===== src/rtl/ifu_fetch.sv =====
// Single-outstanding RV32 instruction fetch: owns the PC, issues word requests,
// holds one instruction for decode, and honours execute-stage redirects.
module ifu_fetch #(
  parameter logic [31:0] RESET_PC = 32'h8000_0000
) (
  input  logic        clk,
  input  logic        rst,
  output logic        imem_req_valid,
  input  logic        imem_req_ready,
  output logic [31:0] imem_req_addr,
  input  logic        imem_rsp_valid,
  input  logic [31:0] imem_rsp_data,
  input  logic        imem_rsp_err,
  output logic        out_valid,
  input  logic        out_ready,
  output logic [31:0] out_pc,
  output logic [31:0] out_inst,
  output logic [6:0]  out_op,
  output logic        out_err,
  input  logic        redirect_valid,
  input  logic [31:0] redirect_pc
);

  localparam int unsigned XLEN   = 32;
  localparam int unsigned OP_W   = 7;
  localparam int unsigned INST_B = 4;

  typedef enum logic [1:0] {
    ST_REQ  = 2'd0,
    ST_WAIT = 2'd1,
    ST_HOLD = 2'd2
  } state_e;

  state_e            state_q;
  logic [XLEN-1:0]   fetch_pc_q;
  logic [XLEN-1:0]   req_pc_q;
  logic [XLEN-1:0]   inst_q;
  logic              err_q;
  logic              drop_q;
  logic              req_valid_q;
  logic              out_valid_q;

  logic              req_fire_c;
  logic              rsp_fire_c;
  logic [XLEN-1:0]   redirect_tgt_c;

  // req_valid_q is only ever set while in REQ, so it doubles as the state qualifier.
  assign req_fire_c     = req_valid_q & imem_req_ready;
  assign rsp_fire_c     = (state_q == ST_WAIT) & imem_rsp_valid;
  assign redirect_tgt_c = redirect_pc & ~XLEN'(3);

  always_ff @(posedge clk) begin
    if (rst) begin
      state_q     <= ST_REQ;
      fetch_pc_q  <= RESET_PC;
      req_pc_q    <= '0;
      inst_q      <= '0;
      err_q       <= 1'b0;
      drop_q      <= 1'b0;
      req_valid_q <= 1'b0;
      out_valid_q <= 1'b0;
    end else begin
      unique case (state_q)
        ST_REQ: begin
          // Valid rises one cycle after reset releases and stays up until accepted.
          req_valid_q <= 1'b1;
          if (req_fire_c) begin
            req_pc_q    <= fetch_pc_q;
            req_valid_q <= 1'b0;
            drop_q      <= redirect_valid;
            state_q     <= ST_WAIT;
          end
        end

        ST_WAIT: begin
          if (rsp_fire_c) begin
            if (drop_q || redirect_valid) begin
              drop_q      <= 1'b0;
              req_valid_q <= 1'b1;
              state_q     <= ST_REQ;
            end else begin
              inst_q      <= imem_rsp_data;
              err_q       <= imem_rsp_err;
              out_valid_q <= 1'b1;
              state_q     <= ST_HOLD;
            end
          end else if (redirect_valid) begin
            drop_q <= 1'b1;
          end
        end

        ST_HOLD: begin
          // A redirect squashes the held instruction even if decode is ready.
          if (redirect_valid || out_ready) begin
            out_valid_q <= 1'b0;
            req_valid_q <= 1'b1;
            state_q     <= ST_REQ;
            if (!redirect_valid) begin
              fetch_pc_q <= req_pc_q + XLEN'(INST_B);
            end
          end
        end

        default: begin
          state_q     <= ST_REQ;
          drop_q      <= 1'b0;
          req_valid_q <= 1'b0;
          out_valid_q <= 1'b0;
        end
      endcase

      if (redirect_valid) begin
        fetch_pc_q <= redirect_tgt_c;
      end
    end
  end

  assign imem_req_valid = req_valid_q;
  assign imem_req_addr  = fetch_pc_q;
  assign out_valid      = out_valid_q;
  assign out_pc         = req_pc_q;
  assign out_inst       = inst_q;
  assign out_op         = inst_q[OP_W-1:0];
  assign out_err        = err_q;

endmodule


===== config.mk =====
export PLATFORM = sky130hd
export DESIGN_NAME = ifu_fetch
export DESIGN_NICKNAME = d
export VERILOG_FILES = /design/src/rtl/ifu_fetch.sv
export SDC_FILE = /design/constraint.sdc
export NUM_CORES = 1
export LEC_CHECK = 0
export BUFFER_PORTS_ARGS = -buffer_cell sky130_fd_sc_hd__buf_4
export CAP_MARGIN = 20
export CORE_ASPECT_RATIO = 1.75
export CORE_MARGIN = 1
export CORE_UTILIZATION = 30
export DETAILED_ROUTE_END_ITERATION = 16
export PLACE_DENSITY = 0.61
export SYNTH_ARGS = -nofsm -noshare
export SYNTH_HDL_FRONTEND = slang
export SYNTH_SLANG_ARGS = --single-unit

===== constraint.sdc =====
create_clock -name clk -period 2.78 [get_ports clk]
set_clock_uncertainty 0.15 [all_clocks]
set_input_delay 0.139 -clock clk [delete_from_list [all_inputs] [get_ports clk]]
set_output_delay 0.139 -clock clk [all_outputs]
set_load 0.02 [all_outputs]

==> results of run 1 <==
==> power by group through the flow <==
stage | combinational [mW] | clock [mW] | sequential (mW)
global route | 0.614 | 1.34 | 1.59
floorplan | 0.205 | 0 | 1.67
CTS | 0.571 | 1.28 | 1.58
detailed placement | 0.499 | 0 | 1.61
global placement | 0.497 | 0 | 1.61
finish | 0.567 | 1.25 | 1.58
==> cells by family (layout without fill, tap and decap cells) <==
family | Yosys count | count (layout) | synth area share [%]
simple gates | 269 | 269 | 25.91
flops | 102 | 102 | 44.42
mux | 4 | 4 | 0.8710
buf+inv | 61 | 280 | 6.424
compound gates | 140 | 140 | 17.39
xor+xnor | 19 | 19 | 3.620
fa+ha+maj | 5 | 5 | 1.361
==> cells in the mapped netlist (2+ instances only) <==
master	n
and3_1	11
nand3_1	16
a21oi_1	86
o31a_2	2
nand4_1	5
dfxtp_1	102
xnor2_1	13
o21a_1	3
buf_1	2
xor2_1	6
nor2_1	37
o21ai_0	16
a211oi_1	5
or3_2	2
clkbuf_8	2
buf_4	7
a21boi_0	2
a21o_1	2
mux2i_1	4
nor4_1	11
inv_1	13
ha_1	5
a31oi_1	8
clkbuf_1	32
or4_1	4
buf_2	2
nor3_1	13
o22ai_1	8
nand2_1	160
==> sequential cells by signal, summed over array words and instances, names as in the netlist <==
signal and count:
imem_req_addr 32, out_inst 32, out_pc 32, state_q 2, drop_q 1, imem_req_valid 1, out_err 1, out_valid 1
==> layout make-up <==
class / instances / area (sq um) / share of cell area (%)
multi-input cells: 437 / 2260 / 32.68
repair buffers: 253 / 2057 / 29.75
flip-flops and latches: 102 / 2042 / 29.53
well taps: 183 / 229.0 / 3.312
clock buffers: 9 / 225.2 / 3.257
clock inverters: 5 / 52.55 / 0.7600
inverters: 13 / 48.80 / 0.7058
==> worst register-to-register path: stages, from the launching register on <==
cell     delay [ps]
dfxtp_1         460
nand4_1         270
or4_1           640
nor4_1          440
mux2i_1         230
o311a_1         160
==> placed cells by master (no fill, tap or decap), types with 9 or more instances in the layout <==
| master | instances |
|---|---|
| a21oi_1 | 86 |
| nand3_1 | 16 |
| nand2_1 | 160 |
| nor3_1 | 13 |
| nor4_1 | 11 |
| dfxtp_1 | 102 |
| buf_4 | 190 |
| xnor2_1 | 13 |
| o21ai_0 | 16 |
| dlygate4sd3_1 | 63 |
| and3_1 | 11 |
| inv_1 | 13 |
| clkbuf_16 | 9 |
| nor2_1 | 37 |
==> metal layers <==
| metal | vias up | global-route usage, % | share of wire (%) | wire length [microns] |
|---|---|---|---|---|
| met4 | 0 | 6.944 | 2.6 | 397 |
| li1 | 2470 | - | - | - |
| met5 | - | 0 | 0 | 0 |
| met3 | 24 | 4.167 | 5.6 | 865 |
| met1 | 2326 | 21.07 | 38 | 5872 |
| met2 | 151 | 36.46 | 54 | 8309 |
==> worst max-delay path by stage <==
| stage | start | end | slack [ps] |
|---|---|---|---|
| after floorplan | out_pc[6]$_SDFFE_PP0P_ | imem_req_addr[24]$_SDFFE_PP0P_ | 440 |
| final | out_pc[12]$_SDFFE_PP0P_ | imem_req_addr[27]$_SDFFE_PP0P_ | 380 |
| after CTS | out_pc[13]$_SDFFE_PP0P_ | imem_req_addr[27]$_SDFFE_PP0P_ | 390 |
| after detailed placement | out_pc[13]$_SDFFE_PP0P_ | imem_req_addr[27]$_SDFFE_PP0P_ | 410 |
| after global placement | out_pc[12]$_SDFFE_PP0P_ | imem_req_addr[27]$_SDFFE_PP0P_ | 450 |
| after global routing | out_pc[13]$_SDFFE_PP0P_ | imem_req_addr[27]$_SDFFE_PP0P_ | 270 |
==> PnR_summary.wiki, run 1 <==
{| class="wikitable"
! Metric !! Value
|-
| Crit path largest cell delay || 640 ps
|-
| Floorplan die width || 95.58 microns
|-
| Arrival time of data at the critical path endpoint || 2530 ps
|-
| Number of antenna violations at the first check in global routing || 0
|-
| Final critical delay including setup and external delays || 2401 ps
|-
| Relative max-transition margin || 51.28%
|-
| RD Place Congestion || 0.7583
|-
| Post-CTS clock slew at the launch and capture registers of the worst setup and hold paths || 70 ps
|-
| Hold/Removal Path Class || in -> reg
|-
| Gate power share || 16.7%
|-
| Depth of the CTS H-tree || 3
|-
| Hold_sp || imem_req_ready
|-
| Clock sink total || 102
|-
| Fraction of the cycle the final worst path needs || 86.37%
|-
| Share of async-settable or async-resettable flops after synthesis || 0%
|-
| Detailed-router iteration count before antenna repair || 4
|-
| Layout filler cell count || 1489
|-
| Kind of critical path || reg -> reg
|-
| DR vias || 4971
|-
| Top cells by area in the synthesized netlist || dfxtp_1, nand2_1, a21oi_1, nor2_1, clkbuf_1
|-
| Highest fanout seen on the critical path || 8
|-
| Final Max Tran Viols || 0
|-
| # Post-CTS Setup Buffers || 0
|-
| Share of the synthesized area in the top cell type || 44.42%
|-
| Sequential-to-total area share from yosys stat || 44.42%
|-
| Routed length per placed instance || 15.41 microns
|-
| Worst Setup Slack, final || 378.9 ps
|-
| Number of buffers added by the clock tree synthesis step || 9
|-
| Buffers & Inverters on Critical Path || 0
|-
| Clock network fraction of design power || 36.7%
|-
| TritonCTS clock tree || done
|-
| Number of cells in the finished layout apart from fillers || 1002
|-
| TNS Setup || 0 ps
|-
| Count of cells along the worst hold path || 3
|-
| Synthesis-to-layout area growth || 50.41%
|-
| Number of vias per cell after detailed routing || 4.961
|-
| Cell family with the largest share of critical-path delay || simple AND/OR/NAND/NOR gates
|-
| # placed instances || 925
|-
| Initial Utilization || 30.83%
|-
| Largest net degree at the start of global routing || 52
|-
| Overall power consumption || 3.391 mW
|-
| Fin Hold WS || 16.75 ps
|-
| Number of nets in the finished design || 892
|-
| Die H || 165.8 microns
|-
| Startpoint type of the worst setup path || flip-flop
|-
| Core footprint || 14910 sq um
|-
| Setup slack of the most critical reg-to-reg path || 380 ps
|-
| First-pass GRT wire length || 24.10 mm
|-
| Crit path capture type || flip-flop
|-
| Slew at the pin closest to its max-slew limit || 728.1 ps
|-
| Root Driver || clkbuf_16
|-
| GRT Residual Overflow || 0
|-
| Post-Synthesis Net Count || 676
|-
| Drc violations || 0
|-
| Register bit total from synthesis || 102
|-
| Final core utilization || 46.37%
|-
| Reported max-cap violation count || 0
|-
| Final-report hold violation count || 0
|-
| Pwr Density || 490.4 nW/um^2
|-
| Final setup violation count || 0
|-
| Cell type of the slowest stage on the worst timing path || or4_1
|-
| Count of flip-flops with a built-in enable after synthesis || 0
|-
| Number of rows in the core area || 59
|-
| Insertion delay of the later-clocked pin in the worst-skew pair || 340 ps
|-
| Total Routed Length || 15.44 mm
|-
| Share of cells above drive strength 1 || 26.13%
|-
| Stages on worst setup path || 5
|-
| Worst hold path endpoint || state_q[0]$_SDFFE_PP0P_
|-
| Worst setup timing slack at the placement stage || 407.8 ps
|-
| Finished layout cell area || 6914 sq um
|-
| Power share of the sequential group || 46.5%
|-
| Mean area per synthesized cell || 7.662 sq um
|-
| I/O Buffers || 174
|-
| Post-synthesis cell type count || 50
|-
| I/O pin total || 177
|-
| Peak supply drop || 0.3175 mV
|-
| Full die area || 15840 sq um
|-
| Reg2Reg Launch Point || out_pc[12]$_SDFFE_PP0P_
|-
| Outcome || completed
|-
| Number of gates given a new drive strength after cts || 0
|-
| Worst EP required || 2910 ps
|-
| Highest attainable clock frequency || 416.5 MHz
|-
| First DRT Iteration DRCs || 170
|-
| Post-detailed-placement cell area || 6006 sq um
|-
| FF-to-FF path depth || 5
|-
| DRT antenna net count || 0
|-
| Leakage power || 2.820 nW
|-
| Switching part of the total power || 27.00%
|-
| FF-to-FF End || imem_req_addr[27]$_SDFFE_PP0P_
|-
| Count of warnings emitted by yosys || 0
|-
| Antenna diode count || 0
|-
| Number of global-route vias before repair || 4815
|-
| Most used flip-flop cell after synthesis || dfxtp_1
|-
| Internal power contribution || 2.475 mW
|-
| Switching power summed over all nets || 915.5 uW
|-
| Chain of cells forming the critical path || nand4_1 > or4_1 > nor4_1 > mux2i_1 > o311a_1
|-
| Final HPWL DP || 10.52 mm
|-
| Cell area after synthesis || 4597 sq um
|-
| Synthesized netlist cell count || 600
|-
| Buffer levels on the longest clock path || 2
|-
| Largest area contributor in the synthesized netlist || dfxtp_1
|-
| Unrepaired setup endpoints after global routing || no
|-
| Hold Buf Count CTS || 63
|-
| Gr usage total || 19.63%
|}
No activity file was read; power rests on OpenSTA's default activity.
==> inputs of run 2 (changes only) <==
--- a/config.mk
+++ b/config.mk
@@ -7,11 +7,11 @@
 export LEC_CHECK = 0
 export BUFFER_PORTS_ARGS = -buffer_cell sky130_fd_sc_hd__buf_4
 export CAP_MARGIN = 20
-export CORE_ASPECT_RATIO = 1.75
+export CORE_ASPECT_RATIO = 0.9
 export CORE_MARGIN = 1
 export CORE_UTILIZATION = 30
 export DETAILED_ROUTE_END_ITERATION = 16
-export PLACE_DENSITY = 0.61
+export PLACE_DENSITY = 0.5
 export SYNTH_ARGS = -nofsm -noshare
 export SYNTH_HDL_FRONTEND = slang
 export SYNTH_SLANG_ARGS = --single-unit
==> PnR_summary.wiki, run 2 (same netlist as run 1, synthesis figures left out) <==
{| class="wikitable"
! Metric !! Value
|-
| Startpoint type of the worst setup path || flip-flop
|-
| I/O pin total || 177
|-
| TNS Setup || 0 ps
|-
| Antenna diode count || 0
|-
| RD Place Congestion || 0.7842
|-
| Root Driver || clkbuf_16
|-
| Gr usage total || 20.10%
|-
| Number of gates given a new drive strength after cts || 0
|-
| Insertion delay of the later-clocked pin in the worst-skew pair || 360 ps
|-
| First-pass GRT wire length || 25.03 mm
|-
| Highest fanout seen on the critical path || 8
|-
| Chain of cells forming the critical path || nand4_4 > or4_1 > or4_1 > a31oi_1 > o21a_1
|-
| Worst setup timing slack at the placement stage || 429.8 ps
|-
| Leakage power || 2.818 nW
|-
| Relative max-transition margin || 52.14%
|-
| Slew at the pin closest to its max-slew limit || 717.9 ps
|-
| Core footprint || 14820 sq um
|-
| Most common cell after layout, fill and taps aside || buf_4
|-
| Layout filler cell count || 1545
|-
| Pwr Density || 504.2 nW/um^2
|-
| Number of vias per cell after detailed routing || 4.835
|-
| Final-report hold violation count || 0
|-
| Buffer levels on the longest clock path || 2
|-
| Arrival time of data at the critical path endpoint || 2540 ps
|-
| Fraction of the cycle the final worst path needs || 86.06%
|-
| Post-detailed-placement cell area || 6015 sq um
|-
| Reported max-cap violation count || 0
|-
| Number of antenna violations at the first check in global routing || 0
|-
| Unrepaired setup endpoints after global routing || no
|-
| Drc violations || 0
|-
| I/O Buffers || 174
|-
| Final core utilization || 46.90%
|-
| Cell type of the slowest stage on the worst timing path || or4_1
|-
| Kind of critical path || reg -> reg
|-
| First DRT Iteration DRCs || 224
|-
| Total Routed Length || 15.67 mm
|-
| Crit path capture type || flip-flop
|-
| Number of global-route vias before repair || 4824
|-
| Final setup violation count || 0
|-
| Number of rows in the core area || 42
|-
| Final Max Tran Viols || 0
|-
| Full die area || 15820 sq um
|-
| Peak supply drop || 0.2833 mV
|-
| Leading cell types in the layout, fill and taps excluded || buf_4, nand2_1, dfxtp_1
|-
| Clock sink total || 102
|-
| Largest net degree at the start of global routing || 65
|-
| Synthesis-to-layout area growth || 51.20%
|-
| Post-CTS clock slew at the launch and capture registers of the worst setup and hold paths || 70 ps
|-
| Finished layout cell area || 6950 sq um
|-
| Cell type with the highest occurrence count on the critical path || or4_1
|-
| Count of cells along the worst hold path || 3
|-
| DR vias || 4903
|-
| Worst Setup Slack, final || 387.5 ps
|-
| TritonCTS clock tree || done
|-
| Outcome || completed
|-
| Initial Utilization || 31.02%
|-
| Fin Hold WS || 31.47 ps
|-
| FF-to-FF path depth || 5
|-
| Worst EP required || 2930 ps
|-
| Share of cells above drive strength 1 || 25.74%
|-
| Die H || 119.4 microns
|-
| Routed length per placed instance || 15.45 microns
|-
| DRT antenna net count || 0
|-
| Final HPWL DP || 10.36 mm
|-
| Hold/Removal Path Class || in -> reg
|-
| Depth of the CTS H-tree || 3
|-
| Number of nets in the finished design || 887
|-
| Floorplan die width || 132.5 microns
|-
| Crit path largest cell delay || 720 ps
|-
| Number of buffers added by the clock tree synthesis step || 9
|-
| Highest attainable clock frequency || 418.0 MHz
|-
| Detailed-router iteration count before antenna repair || 4
|-
| Final critical delay including setup and external delays || 2392 ps
|-
| GRT Residual Overflow || 0
|}
run 2: what timing repair did:
item	4_1_cts	5_1_grt
endpoints found under the hold margin	62	0
setup endpoints to repair	0	0
hold buffers	62	0
buffers inserted	0	0
run 2: final cells by class:
cell class	instances	area (sq um)	share of cell area (%)
Inverter	13	48.80	0.7021
Multi-Input combinational cell	437	2260	32.51
Clock inverter	5	82.58	1.188
Tap cell	198	247.7	3.564
Timing Repair Buffer	248	2037	29.31
Sequential cell	102	2042	29.38
Clock buffer	11	232.7	3.348
run 2: per-stage QoR:
| stage | instances | power [mW] |
|---|---|---|
| floorplan | 600 | 1.871 |
| global placement | 935 | 2.102 |
| detailed placement | 936 | 2.112 |
| CTS | 1014 | 3.556 |
| global route | 1014 | 3.664 |
| finish | 1014 | 3.504 |
run 2: worst paths after layout:
check	from	endpoint	slack (ps)
setup / recovery	out_pc[6]$_SDFFE_PP0P_	imem_req_addr[24]$_SDFFE_PP0P_	390
hold / removal	imem_req_ready	state_q[0]$_SDFFE_PP0P_	30
setup reg to reg	out_pc[6]$_SDFFE_PP0P_	imem_req_addr[24]$_SDFFE_PP0P_	390
hold reg to reg	out_inst[22]$_SDFFE_PP0P_	out_inst[22]$_SDFFE_PP0P_	310
run 2: worst max-delay path, delay by kind of cell, from the launching register on:
kind	cells	cell delay (ps)
compound gates	2	310
simple gates	3	1410
flops	1	470
run 2: power by group:
group / total (mW) / switching [mW] / leakage [nW] / internal [mW]
clock: 1.36 / 0.562 / 0.154 / 0.793
sequential: 1.58 / 0.0593 / 0.830 / 1.52
combinational: 0.568 / 0.298 / 1.83 / 0.270
total: 3.50 / 0.920 / 2.82 / 2.58
run 2: layer usage:
metal,GRT usage (%),wire (microns),vias up
li1,-,-,2458
met1,25.24,7132,2318
met2,33.19,7491,120
met3,5.619,917,7
met4,6.322,127,0
met5,0,0,-
==> inputs of run 3 (changes only) <==
--- a/config.mk
+++ b/config.mk
@@ -7,11 +7,13 @@
 export LEC_CHECK = 0
 export BUFFER_PORTS_ARGS = -buffer_cell sky130_fd_sc_hd__buf_4
 export CAP_MARGIN = 20
+export CELL_PAD_IN_SITES_DETAIL_PLACEMENT = 2
+export CELL_PAD_IN_SITES_GLOBAL_PLACEMENT = 2
 export CORE_ASPECT_RATIO = 0.9
 export CORE_MARGIN = 1
-export CORE_UTILIZATION = 30
+export CORE_UTILIZATION = 26
 export DETAILED_ROUTE_END_ITERATION = 16
-export PLACE_DENSITY = 0.5
+export PLACE_DENSITY = 0.76
 export SYNTH_ARGS = -nofsm -noshare
 export SYNTH_HDL_FRONTEND = slang
 export SYNTH_SLANG_ARGS = --single-unit
==> PnR_summary.wiki, run 3 (same netlist as run 1, synthesis figures left out) <==
{| class="wikitable"
! Metric !! Value
|-
| Post-CTS clock slew at the launch and capture registers of the worst setup and hold paths || 80 ps
|-
| Floorplan die width || 142.2 microns
|-
| Final HPWL DP || 13.32 mm
|-
| Register cell area after layout || 2042 sq um
|-
| Pwr Density || 502.0 nW/um^2
|-
| Crit path largest cell delay || 760 ps
|-
| Largest net degree at the start of global routing || 47
|-
| Reported max-cap violation count || 0
|-
| Number of cells in the finished layout apart from fillers || 1055
|-
| FF-to-FF End || imem_req_addr[27]$_SDFFE_PP0P_
|-
| Number of nets in the finished design || 889
|-
| Gr usage total || 23.44%
|-
| Depth of the CTS H-tree || 3
|-
| Layout filler cell count || 1916
|-
| Fraction of the cycle the final worst path needs || 93.15%
|-
| Peak supply drop || 0.2593 mV
|-
| Share of cells above drive strength 1 || 26.04%
|-
| Hold_sp || imem_req_ready
|-
| FF-to-FF path depth || 5
|-
| Clock network fraction of design power || 38.0%
|-
| Finished layout cell area || 7013 sq um
|-
| Startpoint type of the worst setup path || flip-flop
|-
| Number of vias per cell after detailed routing || 4.963
|-
| Relative max-transition margin || 45.73%
|-
| Crit path capture type || flip-flop
|-
| Buffers & Inverters on Critical Path || 0
|-
| Routed length per placed instance || 19.94 microns
|-
| Final-report hold violation count || 0
|-
| I/O Buffers || 174
|-
| Leading cell types in the layout, fill and taps excluded || buf_4, nand2_1, dfxtp_1
|-
| Hold/Removal Path Class || in -> reg
|-
| Switching part of the total power || 28.44%
|-
| Multi-input logic area || 2260 sq um
|-
| Slew at the pin closest to its max-slew limit || 813.2 ps
|-
| GRT Residual Overflow || 0
|-
| Drc violations || 0
|-
| Unrepaired setup endpoints after global routing || no
|-
| # Post-CTS Setup Buffers || 0
|-
| Highest fanout seen on the critical path || 10
|-
| Root Driver || clkbuf_16
|-
| Reg2Reg Launch Point || out_pc[6]$_SDFFE_PP0P_
|-
| Number of rows in the core area || 45
|-
| Worst setup timing slack at the placement stage || 288.2 ps
|-
| TritonCTS clock tree || done
|-
| First DRT Iteration DRCs || 196
|-
| Final Max Tran Viols || 0
|-
| Arrival time of data at the critical path endpoint || 2740 ps
|-
| Full die area || 18220 sq um
|-
| Initial Utilization || 26.95%
|-
| Synthesis-to-layout area growth || 52.56%
|-
| Final critical delay including setup and external delays || 2589 ps
|-
| Worst Setup Slack, final || 190.5 ps
|-
| Switching power summed over all nets || 1.001 mW
|-
| Internal power contribution || 2.519 mW
|-
| Chain of cells forming the critical path || nand4_4 > or4_1 > nor4_1 > mux2i_1 > o311a_1
|-
| Cell type of the slowest stage on the worst timing path || or4_1
|-
| Total Routed Length || 21.03 mm
|-
| First-pass GRT wire length || 32.82 mm
|-
| RD Place Congestion || 0.7682
|-
| # placed instances || 974
|-
| Setup slack of the most critical reg-to-reg path || 190 ps
|-
| Leakage power || 2.815 nW
|-
| Detailed-router iteration count before antenna repair || 4
|-
| Worst EP required || 2930 ps
|-
| I/O pin total || 177
|-
| Post-detailed-placement cell area || 6068 sq um
|-
| Power share of the sequential group || 45.0%
|-
| Most common cell after layout, fill and taps aside || buf_4
|-
| Final setup violation count || 0
|-
| Worst hold path endpoint || state_q[0]$_SDFFE_PP0P_
|-
| Die H || 128.1 microns
|-
| Insertion delay of the later-clocked pin in the worst-skew pair || 350 ps
|-
| Count of cells along the worst hold path || 3
|-
| TNS Setup || 0 ps
|-
| Number of buffers added by the clock tree synthesis step || 9
|-
| Number of antenna violations at the first check in global routing || 1
|-
| DR vias || 5236
|-
| Buffer levels on the longest clock path || 2
|-
| DRT antenna net count || 0
|-
| Core footprint || 17060 sq um
|-
| Number of global-route vias before repair || 5906
|-
| Kind of critical path || reg -> reg
|-
| Number of gates given a new drive strength after cts || 0
|-
| Gate power share || 17.0%
|-
| Outcome || completed
|-
| Cell family with the largest share of critical-path delay || simple AND/OR/NAND/NOR gates
|-
| Highest attainable clock frequency || 386.2 MHz
|-
| Clock sink total || 102
|}
[run 3: cell types whose count changed in the layout (fill, tap and decap cells not counted), sizes merged]
cell	previous run	this run
dlygate4sd3	62	63
diode	0	2
clkbuf	11	10
clkinv	2	1
clkinvlp	0	3
bufinv	2	1
buf	186	187
[run 3: what timing repair did]
action	CTS	global route
hold endpoints to repair	63	0
endpoints found under the setup margin	0	0
hold buffers	63	0
[run 3: area by class of cell]
cell class	count	share of cell area [%]
Multi-Input combinational cell	437	32.22
Timing Repair Buffer	250	29.30
Sequential cell	102	29.12
Tap cell	235	4.193
Clock buffer	10	3.408
Clock inverter	6	0.9991
Inverter	13	0.6958
Antenna cell	2	0.07136
[run 3: worst register-to-register path: stages, from the launching register on]
cell and delay (ps):
dfxtp_1 480, nand4_4 240, or4_1 760, nor4_1 500
mux2i_1 240, o311a_1 160
[run 3: worst max-delay path by stage]
stage,startpoint,end,slack (ps),depth (start not counted)
finish,out_pc[6]$_SDFFE_PP0P_,imem_req_addr[27]$_SDFFE_PP0P_,190,5
floorplan,out_pc[6]$_SDFFE_PP0P_,imem_req_addr[24]$_SDFFE_PP0P_,440,6
global placement,out_pc[6]$_SDFFE_PP0P_,imem_req_addr[27]$_SDFFE_PP0P_,350,5
CTS,out_pc[6]$_SDFFE_PP0P_,imem_req_addr[27]$_SDFFE_PP0P_,240,5
global route,out_pc[6]$_SDFFE_PP0P_,imem_req_addr[24]$_SDFFE_PP0P_,80,5
detailed placement,out_pc[6]$_SDFFE_PP0P_,imem_req_addr[27]$_SDFFE_PP0P_,290,5
[run 3: per-stage QoR]
stage,util (%),power [mW],hold WS (ps)
detailed placement,35.57,2.134,237.2
floorplan,-,1.871,125.0
global placement,35.41,2.107,220.2
finish,41.11,3.521,29.16
CTS,41.08,3.558,23.95
global route,41.09,3.668,37.42
[run 3: power groups by stage]
stage	sequential (mW)	combinational [mW]	clock, mW
final	1.59	0.598	1.34
after global routing	1.60	0.641	1.43
after CTS	1.59	0.592	1.38
after detailed placement	1.62	0.515	0
after global placement	1.61	0.494	0
after floorplan	1.67	0.205	0
[run 3: routing by layer]
layer,global-route usage [%],share of wire [%]
met1,27.47,41
met2,41.87,52
met3,4.146,3.3
met4,9.930,3.3
met5,0,0
